### src/rtl/mem_arbiter_pkg.sv
// Shared types for the data-memory arbiter: FSM state encoding and the
// in-flight tag that follows each accepted request down the pipeline.
package operationList;

    // Arbiter sequencing states: normal granting, waiting for the pipeline
    // to empty, and parked with the pipeline empty.
    typedef enum logic [1:0] {
        RUN   = 2'd0,
        DRAIN = 2'd1,
        HALT  = 2'd2
    } mem_arb_state_t;

    // Lane index width in the tag covers the largest supported lane count (4).
    localparam int MEM_ARB_LANE_W = 2;

    // One pipeline slot: which lane issued it, whether it was a store, and
    // whether it was rejected before reaching memory.
    typedef struct packed {
        logic                      valid;
        logic [MEM_ARB_LANE_W-1:0] lane;
        logic                      we;
        logic                      err;
    } mem_arb_tag_t;

    localparam mem_arb_tag_t MEM_ARB_TAG_IDLE = '0;

    // A word access is misaligned when either of the two low address bits is set.
    function automatic logic mem_arb_misaligned(input logic [1:0] addr_lsb);
        return addr_lsb != 2'b00;
    endfunction

endpackage

### src/rtl/mem_arbiter_rr_pick.sv
// Combinational round-robin selector. Starting just after the lane named by
// last_i, it picks the first lane with its valid bit set and reports the
// result both one-hot and as an encoded index. With nothing valid the grant
// is all-zero and the index is 0.
module rr_pick #(
    parameter int N_REQ = 2,
    parameter int IDX_W = 1
) (
    input  logic [N_REQ-1:0] valid_i,
    input  logic [IDX_W-1:0] last_i,
    output logic [N_REQ-1:0] grant_o,
    output logic [IDX_W-1:0] idx_o
);

    // Walk last+1, last+2, ... (mod N_REQ) and stop at the first requester.
    always_comb begin : search
        int cand;
        logic found;
        grant_o = '0;
        idx_o   = '0;
        found   = 1'b0;
        cand    = 0;
        for (int k = 1; k <= N_REQ; k++) begin
            cand = int'(last_i) + k;
            if (cand >= N_REQ) begin
                cand = cand - N_REQ;
            end
            if (!found && valid_i[cand[IDX_W-1:0]]) begin
                found                    = 1'b1;
                grant_o[cand[IDX_W-1:0]] = 1'b1;
                idx_o                    = cand[IDX_W-1:0];
            end
        end
    end

endmodule

### src/rtl/mem_arbiter.sv
// Round-robin arbiter sharing one data memory between N_REQ lanes.
// Pipeline: grant (cycle N) -> registered memory command (N+1) ->
// memory read data (N+2) -> registered response to the lane (N+3).
// A flush request stops granting, lets in-flight traffic finish and then
// parks in HALT with flush_done high until flush drops.
// Optional build macro MEM_ARB_ALIGN_CHECK_EN: misaligned word addresses are
// granted but never reach memory and are answered with rsp_err=1.
module mem_arbiter
    import operationList::*;
#(
    parameter int N_REQ  = 2,
    parameter int ADDR_W = 32,
    parameter int DATA_W = 32
) (
    input  logic                     clk,
    input  logic                     rst_n,
    input  logic [N_REQ-1:0]         req_valid,
    output logic [N_REQ-1:0]         req_ready,
    input  logic [N_REQ-1:0]         req_we,
    input  logic [N_REQ*ADDR_W-1:0]  req_addr,
    input  logic [N_REQ*DATA_W-1:0]  req_wdata,
    output logic [ADDR_W-1:0]        mem_addr,
    output logic [DATA_W-1:0]        mem_wdata,
    output logic                     mem_we,
    output logic                     mem_re,
    input  logic [DATA_W-1:0]        mem_rdata,
    output logic [N_REQ-1:0]         rsp_valid,
    output logic [DATA_W-1:0]        rsp_data,
    output logic                     rsp_err,
    input  logic                     flush,
    output logic                     flush_done
);

    localparam int IDX_W = (N_REQ > 1) ? $clog2(N_REQ) : 1;

    // Per-lane views of the flattened request buses.
    logic [ADDR_W-1:0] lane_addr  [N_REQ];
    logic [DATA_W-1:0] lane_wdata [N_REQ];

    genvar gi;
    generate
        for (gi = 0; gi < N_REQ; gi++) begin : g_lane
            assign lane_addr[gi]  = req_addr[gi*ADDR_W +: ADDR_W];
            assign lane_wdata[gi] = req_wdata[gi*DATA_W +: DATA_W];
        end
    endgenerate

    mem_arb_state_t    state_q, state_d;
    logic [IDX_W-1:0]  last_q, last_d;
    logic [N_REQ-1:0]  pick_grant;
    logic [IDX_W-1:0]  pick_idx;
    logic              grant_en;
    logic              hs;
    logic              in_flight;
    logic [ADDR_W-1:0] sel_addr;
    logic [DATA_W-1:0] sel_wdata;
    logic              sel_we;
    logic              sel_err;

    mem_arb_tag_t      cmd_tag_q, cmd_tag_d;
    mem_arb_tag_t      rsp_tag_q;
    logic [ADDR_W-1:0] mem_addr_q, mem_addr_d;
    logic [DATA_W-1:0] mem_wdata_q, mem_wdata_d;
    logic              mem_we_q, mem_we_d;
    logic              mem_re_q, mem_re_d;
    logic [N_REQ-1:0]  rsp_valid_q, rsp_valid_d;
    logic [DATA_W-1:0] rsp_data_q, rsp_data_d;
    logic              rsp_err_q, rsp_err_d;

    rr_pick #(
        .N_REQ (N_REQ),
        .IDX_W (IDX_W)
    ) u_rr_pick (
        .valid_i (req_valid),
        .last_i  (last_q),
        .grant_o (pick_grant),
        .idx_o   (pick_idx)
    );

    // Grants only while running and not being asked to flush; the rst_n term
    // keeps ready low for the whole time reset is held.
    always_comb begin
        grant_en  = rst_n && (state_q == RUN) && !flush;
        req_ready = grant_en ? pick_grant : '0;
        hs        = |(req_valid & req_ready);
        sel_addr  = lane_addr[pick_idx];
        sel_wdata = lane_wdata[pick_idx];
        sel_we    = req_we[pick_idx];
`ifdef MEM_ARB_ALIGN_CHECK_EN
        sel_err   = mem_arb_misaligned(sel_addr[1:0]);
`else
        sel_err   = 1'b0;
`endif
        last_d    = hs ? pick_idx : last_q;
        in_flight = cmd_tag_q.valid || rsp_tag_q.valid;
    end

    // FSM next state: RUN -> DRAIN on flush, DRAIN -> HALT once empty,
    // HALT -> RUN when flush is released.
    always_comb begin
        state_d = state_q;
        case (state_q)
            RUN:     if (flush)      state_d = DRAIN;
            DRAIN:   if (!in_flight) state_d = HALT;
            HALT:    if (!flush)     state_d = RUN;
            default:                 state_d = RUN;
        endcase
    end

    // Next values for the command stage and the lane response stage.
    always_comb begin
        cmd_tag_d   = MEM_ARB_TAG_IDLE;
        mem_addr_d  = mem_addr_q;
        mem_wdata_d = mem_wdata_q;
        mem_we_d    = 1'b0;
        mem_re_d    = 1'b0;
        if (hs) begin
            cmd_tag_d.valid = 1'b1;
            cmd_tag_d.lane  = MEM_ARB_LANE_W'(pick_idx);
            cmd_tag_d.we    = sel_we;
            cmd_tag_d.err   = sel_err;
            mem_addr_d      = sel_addr;
            mem_wdata_d     = sel_wdata;
            mem_we_d        = sel_we && !sel_err;
            mem_re_d        = !sel_we && !sel_err;
        end

        rsp_valid_d = '0;
        rsp_data_d  = '0;
        rsp_err_d   = 1'b0;
        if (rsp_tag_q.valid) begin
            rsp_valid_d[rsp_tag_q.lane[IDX_W-1:0]] = 1'b1;
            rsp_err_d = rsp_tag_q.err;
            if (!rsp_tag_q.we && !rsp_tag_q.err) begin
                rsp_data_d = mem_rdata;
            end
        end
    end

    // State, pointer and pipeline registers; reset drops everything in flight.
    always_ff @(posedge clk or negedge rst_n) begin
        if (!rst_n) begin
            state_q     <= RUN;
            last_q      <= IDX_W'(N_REQ - 1);
            cmd_tag_q   <= MEM_ARB_TAG_IDLE;
            rsp_tag_q   <= MEM_ARB_TAG_IDLE;
            mem_addr_q  <= '0;
            mem_wdata_q <= '0;
            mem_we_q    <= 1'b0;
            mem_re_q    <= 1'b0;
            rsp_valid_q <= '0;
            rsp_data_q  <= '0;
            rsp_err_q   <= 1'b0;
        end else begin
            state_q     <= state_d;
            last_q      <= last_d;
            cmd_tag_q   <= cmd_tag_d;
            rsp_tag_q   <= cmd_tag_q;
            mem_addr_q  <= mem_addr_d;
            mem_wdata_q <= mem_wdata_d;
            mem_we_q    <= mem_we_d;
            mem_re_q    <= mem_re_d;
            rsp_valid_q <= rsp_valid_d;
            rsp_data_q  <= rsp_data_d;
            rsp_err_q   <= rsp_err_d;
        end
    end

    assign mem_addr   = mem_addr_q;
    assign mem_wdata  = mem_wdata_q;
    assign mem_we     = mem_we_q;
    assign mem_re     = mem_re_q;
    assign rsp_valid  = rsp_valid_q;
    assign rsp_data   = rsp_data_q;
    assign rsp_err    = rsp_err_q;
    assign flush_done = (state_q == HALT);

endmodule
### config.mk
export PLATFORM = sky130hd
export DESIGN_NAME = mem_arbiter
export DESIGN_NICKNAME = d
export VERILOG_FILES = /design/src/rtl/mem_arbiter_pkg.sv /design/src/rtl/mem_arbiter_rr_pick.sv /design/src/rtl/mem_arbiter.sv
export SDC_FILE = /design/constraint.sdc
export NUM_CORES = 1
export LEC_CHECK = 0
export CORE_ASPECT_RATIO = 1.5
export CORE_MARGIN = 8
export CORE_UTILIZATION = 38
export DETAILED_ROUTE_END_ITERATION = 10
export GPL_TIMING_DRIVEN = 1
export PLACE_DENSITY = 0.91
export SLEW_MARGIN = 5
export SYNTH_ARGS = -nofsm -noshare
export SYNTH_HDL_FRONTEND = slang
export SYNTH_SLANG_ARGS = --single-unit
### constraint.sdc
create_clock -name clk -period 2.7 [get_ports clk]
set_clock_uncertainty 0.2 [all_clocks]
set_input_delay 0.27 -clock clk [delete_from_list [all_inputs] [get_ports clk]]
set_output_delay 0.27 -clock clk [all_outputs]
set_load 0.01 [all_outputs]
**Word-level counts from Yosys, hierarchy flattened**

Index checks and enable logic that the tools add are counted.

- Word-level logic and storage cells: 92
- Output and inout bits: 104
- Input port bits: 167
- Register bits after elaboration: 112

- Magnitude comparators: 10
- Equal/unequal tests: 5
- $add $sub $neg: 4
- Reduce and logical (&&, ||, !) cells: 16
- Mux-type cells: 37
- Bitwise operators: 3

Operators with widths:

| kind | count |
|---|---|
| 32-bit two-way mux | 8 |
| 1-bit two-way mux | 17 |
| 2-bit two-way mux | 7 |
| 1-bit by 2-bit less-than comparator with 1-bit output, second input constant | 4 |
| 1-bit logical AND | 7 |
| 2-bit != test, second input constant | 3 |
| 2-bit one-hot mux with 3 select lines | 1 |
| 1-bit zero test | 5 |
| 5-bit two-way mux | 1 |
| 2-bit greater-or-equal comparator, second input constant | 2 |
| 1-bit by 2-bit adder with 3-bit output, second input constant | 1 |
| 1-bit demux with 1-bit select | 3 |
| 1-bit greater-or-equal comparator, second input constant | 3 |
| 3-bit by 2-bit greater-or-equal comparator with 1-bit output, second input constant | 1 |
| 3-bit AND reduction | 1 |
| 1-bit by 1-bit adder with 2-bit output, second input constant | 1 |
| 2-bit bitwise AND | 1 |
| 2-bit by 1-bit == test with 1-bit output, second input constant | 1 |
| 2-bit == test, second input constant | 1 |
| 2-bit zero test | 1 |
| 1-bit inverter with 2-bit output | 1 |
| 2-bit OR | 1 |
| 2-bit OR reduction | 1 |
| 1-bit subtractor, second input constant | 2 |
| 1-bit logical OR | 1 |

**Logic depth before layout (Yosys ltp)**

- Depth after elaboration: 14
- Mapped depth: 6
- Depth with buffers taken out: 3

**By module**

From an unflattened synthesis, not the netlist that was laid out.

- Cells, all modules: 312
- Area total of the unflattened synthesis: 4,670.7 um^2

By module, submodules not included:

| module | cells each | seq. area each (um^2) | instances | area an instance (um^2) |
|---|---|---|---|---|
| mem_arbiter | 308 | 2,703.8 | 1 | 4,644.5 |
| rr_pick | 4 | 0.0 | 1 | 26.3 |

**Least setup slack after synthesis**

Ideal clock, no wire load.

- Path type: register to register
- From: register state_q[0]
- To: register mem_addr_q[18] (netlist: mem_addr[18])
- Slack: 0.829 ns
- Stages on the path, launching flop included: 7
- Data required time: 2.427 ns
- Data arrival time: 1.598 ns
- Setup time: 0.073 ns
- Buffers on the path: 3
- Clock period less this slack: 1.871 ns
- Cells stage by stage: dfrtp_1 -> or4b_1 -> buf_6 -> nor2_8 -> buf_12 -> buf_8 -> a2bb2oi_2

- Cells in the longest elaborated chain, start to end: 6

RTL lines:

| element | line | source |
|---|---|---|
| start, declared | mem_arbiter.sv:48 | `mem_arb_state_t state_q, state_d;` |
| start signal, assigned | mem_arbiter.sv:155 | `state_q <= state_d;` |
| 2-bit zero test | mem_arbiter.sv:83 | `grant_en = rst_n && (state_q == RUN) && !flush;` |
| 1-bit logical AND (2 in a row) | mem_arbiter.sv:83 |  |
| 2-bit two-way mux | mem_arbiter.sv:84 | `req_ready = grant_en ? pick_grant : '0;` |
| 2-bit bitwise AND | mem_arbiter.sv:85 | `hs = \|(req_valid & req_ready);` |
| 2-bit OR reduction | mem_arbiter.sv:85 |  |
| end signal, assigned | mem_arbiter.sv:159 | `mem_addr_q <= mem_addr_d;` |
| end, declared | mem_arbiter.sv:62 | `logic [ADDR_W-1:0] mem_addr_q, mem_addr_d;` |

No other way between the ends.
A chain may end at the register's enable or synchronous reset.

**Worst setup path after layout**

- From: input rst_n
- To: output req_ready[0]

- Cells in the longest elaborated chain, start to end: 3

RTL lines:

| element | line | source |
|---|---|---|
| start, declared | mem_arbiter.sv:16 | `input logic rst_n,` |
| 1-bit logical AND (2 in a row) | mem_arbiter.sv:83 |  |
| 2-bit two-way mux | mem_arbiter.sv:84 |  |
| end, declared | mem_arbiter.sv:18 | `output logic [N_REQ-1:0] req_ready,` |

No other way between the ends.

==> impl_results.md <==
* Top delay family on crit path: buffers and inverters
* Cell Rows at 49
* Vias in the first global route at 4474
* Minimum period implied by the final worst setup slack at 2627 ps
* Main combinational cell family by area after synthesis: compound AO/OA/AOI/OAI gates
* Placed Cells at 730
* Post-Place Cell Area at 7284 um^2
* Worst setup SP type: input port
* Mapped Cells at 337
* Setup CP Type: input port to output pin
* Crit-path slowest cell: clkdlybuf4s50_1
* Leak at 3.022 nW
* Top cell type's share of synthesized area at 0.5917
* Register area share after synthesis at 0.5975
* Worst Path Required at 2230 ps
* Proportion of synthesized area in mux cells at 0
* Worst slew pin tran at 763.5 ps
* Layout cell share with drive strength beyond 1 at 0.07576
* First-pass GRT wire length at 24.71 mm
* Hold path startpoint: cmd_tag_q[2]
* I/O pin total at 271
* DRT Wirelength at 16.10 mm
* Core area at 11830 um^2
* Reg2Reg Setup Slack at 590 ps
* Starting Density at 0.3825
* Critical path buffers and inverters at 3
* DRT iter0 DRCs at 132
* Tot GR Track Use at 0.1984
* Die Ht at 149.7 um
* Unrepaired setup endpoints after global routing: false
* Max Root-Sink Buffers at 2
* Via Count at 4068
* Most common library cell in the layout ignoring fill and taps: clkdlybuf4s50_1
* Final period utilization at 0.9730
* DP HPWL at 12.26 mm
* Final setup vio count at 0
* Critical path arrival at 2160 ps
* Slew HR at 0.4910
* Number of nets still failing antenna checks after routing at 0
* Worst ir drop on vdd at 0.5036 mV
* Input/output buffers at 269
* Syn_nets at 504
* Synthesized area per cell at 13.43 um^2
* Fmax at 0.3806 GHz
* Post-synthesis cell type count at 30
* Met3 wire len at 1.393 mm
* Critical Path Sink Type: output pin
* Drt pass-1 iters at 4
* Post-Syn Area at 4526 um^2
* Largest cells by area after synthesis: dfrtp_1 (59%), o32ai_1 (12%), a2bb2oi_1 (10%)
* Finished Cell Area at 7601 um^2
* Post-synthesis compound-gate area fraction at 0.2729
* Worst skew pair latency at 340 ps
* Routed WL per cell at 21.56 um
* Post-DR vias/cell at 5.446
* Non-filler cells, final at 747
* Num CTS Buffers at 9
* Wl on met1 at 5.538 mm
* Critical Path Source: rst_n
* Fin. max-slew vios at 0
* Inserted Diodes at 0
* Setup ws final at 72.77 ps
* Fin. Hold Viols at 0
* TritonCTS clock tree: yes
* Grt ovf at 0
* Synth-to-layout area growth at 67.96%
* Critical path's largest stage delay at 570 ps
* Synth area leader: dfrtp_1
* HP Class: flip-flop to flip-flop
* Synth Area in Simple Gates at 0.07133
* DIE WIDTH at 105.1 um
* Max Cap Viol at 0
* Final core occ at 0.6424
* Initial antenna violation count at 0
* Synth Area in Adders at 0
* DRC at 0
* Commonest non-fill, non-tap cells in the layout: clkdlybuf4s50_1 (268), dfrtp_1 (107), o32ai_1 (64), a2bb2oi_1 (54), and2_1 (33)
* Pwr dens at 865.9 nW/um^2
* Setup TNS at 0 ps
* NumNets Final at 756
* Clock root cell: clkbuf_16
* TritonCTS Sinks at 108
* R2R Path Start: last_q
* Worst-path cell chain: dlygate4sd3_1 -> buf_4 -> or4b_4 -> nor3_1 -> clkdlybuf4s50_1
* Status: completed
* Xor and xnor fraction of the mapped netlist area at 0
* Largest net degree at the start of global routing at 67
* Clk slew on worst S/H paths at 80 ps
* Flops & latches, synth at 108
* Die Area at 15730 um^2
* Pre-CTS setup slack at 124.9 ps
* Critical path peak fanout at 3
* H-tree depth at 3
* DR top layer: met4
* Placer Congestion at 0.7835
* Met2 WL at 8.766 mm
* YS warnings at 0
-- cell families after synthesis --
family | after synthesis
buffers and inverters | 41
DFF | 108
AOI/OAI and AO/OA | 135
and+or+nand+nor | 52
other | 1
-- worst register-to-register path, cell delays in order (launching register included) --
cell	delay, ps
dfstp_2	590
a21bo_2	180
buf_4	540
o32ai_1	280
a2bb2oi_1	220
-- metrics by stage --
step           hold WS, ps  power, mW
2_1_floorplan       -225.6      3.687
3_3_place_gp         133.5      5.198
3_5_place_dp         154.8      5.323
4_1_cts              185.6      6.654
5_1_grt              191.7      6.902
6_report             180.1      6.581
-- where the power goes --
group	switching [mW]	internal, mW	leakage (nW)	total [mW]
clock network	0.644	0.659	0.144	1.30
registers	0.340	2.15	1.30	2.49
logic	1.12	1.67	1.58	2.79
total	2.11	4.48	3.02	6.58
-- cells in the mapped netlist, drive strengths merged --
| cell type | count |
|---|---|
| dfrtp | 107 |
| and2 | 33 |
| a22o | 1 |
| a2bb2oi | 64 |
| nand2b | 1 |
| clkbuf | 29 |
| nand2 | 1 |
| a211oi | 1 |
| conb | 1 |
| o21ai | 2 |
| nor3 | 2 |
| o32ai | 64 |
| nor2b | 4 |
| inv | 1 |
| or4b | 1 |
| nand3 | 2 |
| a21bo | 1 |
| nor4b | 1 |
| nor2 | 7 |
| dfstp | 1 |
| o32a | 1 |
| a21oi | 1 |
| buf | 11 |
-- layout make-up --
type | instances | area [um^2]
repair buffers | 281 | 2820
flip-flops and latches | 108 | 2704
inverters | 1 | 3.754
fillers | 886 | 4232
multi-input cells | 188 | 1579
clock inverters | 7 | 77.57
clock buffers | 9 | 225.2
well taps | 153 | 191.4
-- worst paths after layout --
check | to | cells past startpoint
max | req_ready[0] | 5
min | rsp_tag_q[2] | 0
max reg2reg | mem_addr[29] | 4
min reg2reg | rsp_tag_q[2] | 0
max in group asynchronous | mem_wdata[29] | 4
min in group asynchronous | mem_addr[22] | 3
-- flip-flops by register name (all words and copies together) (netlist names) --
name,count
mem_wdata,32
rsp_tag_q,3
rsp_data,32
rsp_valid,2
cmd_tag_q,3
mem_re,1
mem_addr,32
last_q,1
state_q,2
-- per-layer routing --
| layer | vias to the layer above | global-route usage |
|---|---|---|
| met2 | 201 | 0.3563 |
| met4 | 0 | 0.07957 |
| met5 | - | 0 |
| li1 | 1825 | - |
| met3 | 25 | 0.06724 |
| met1 | 2017 | 0.2078 |
-- what timing repair did --
item,in CTS,in global routing
buffers inserted,0,0
hold buffers,1,0
resized for setup,0,1
setup endpoints to repair,0,1
hold endpoints to repair,46,0
(Power assumes the default switching activity.)
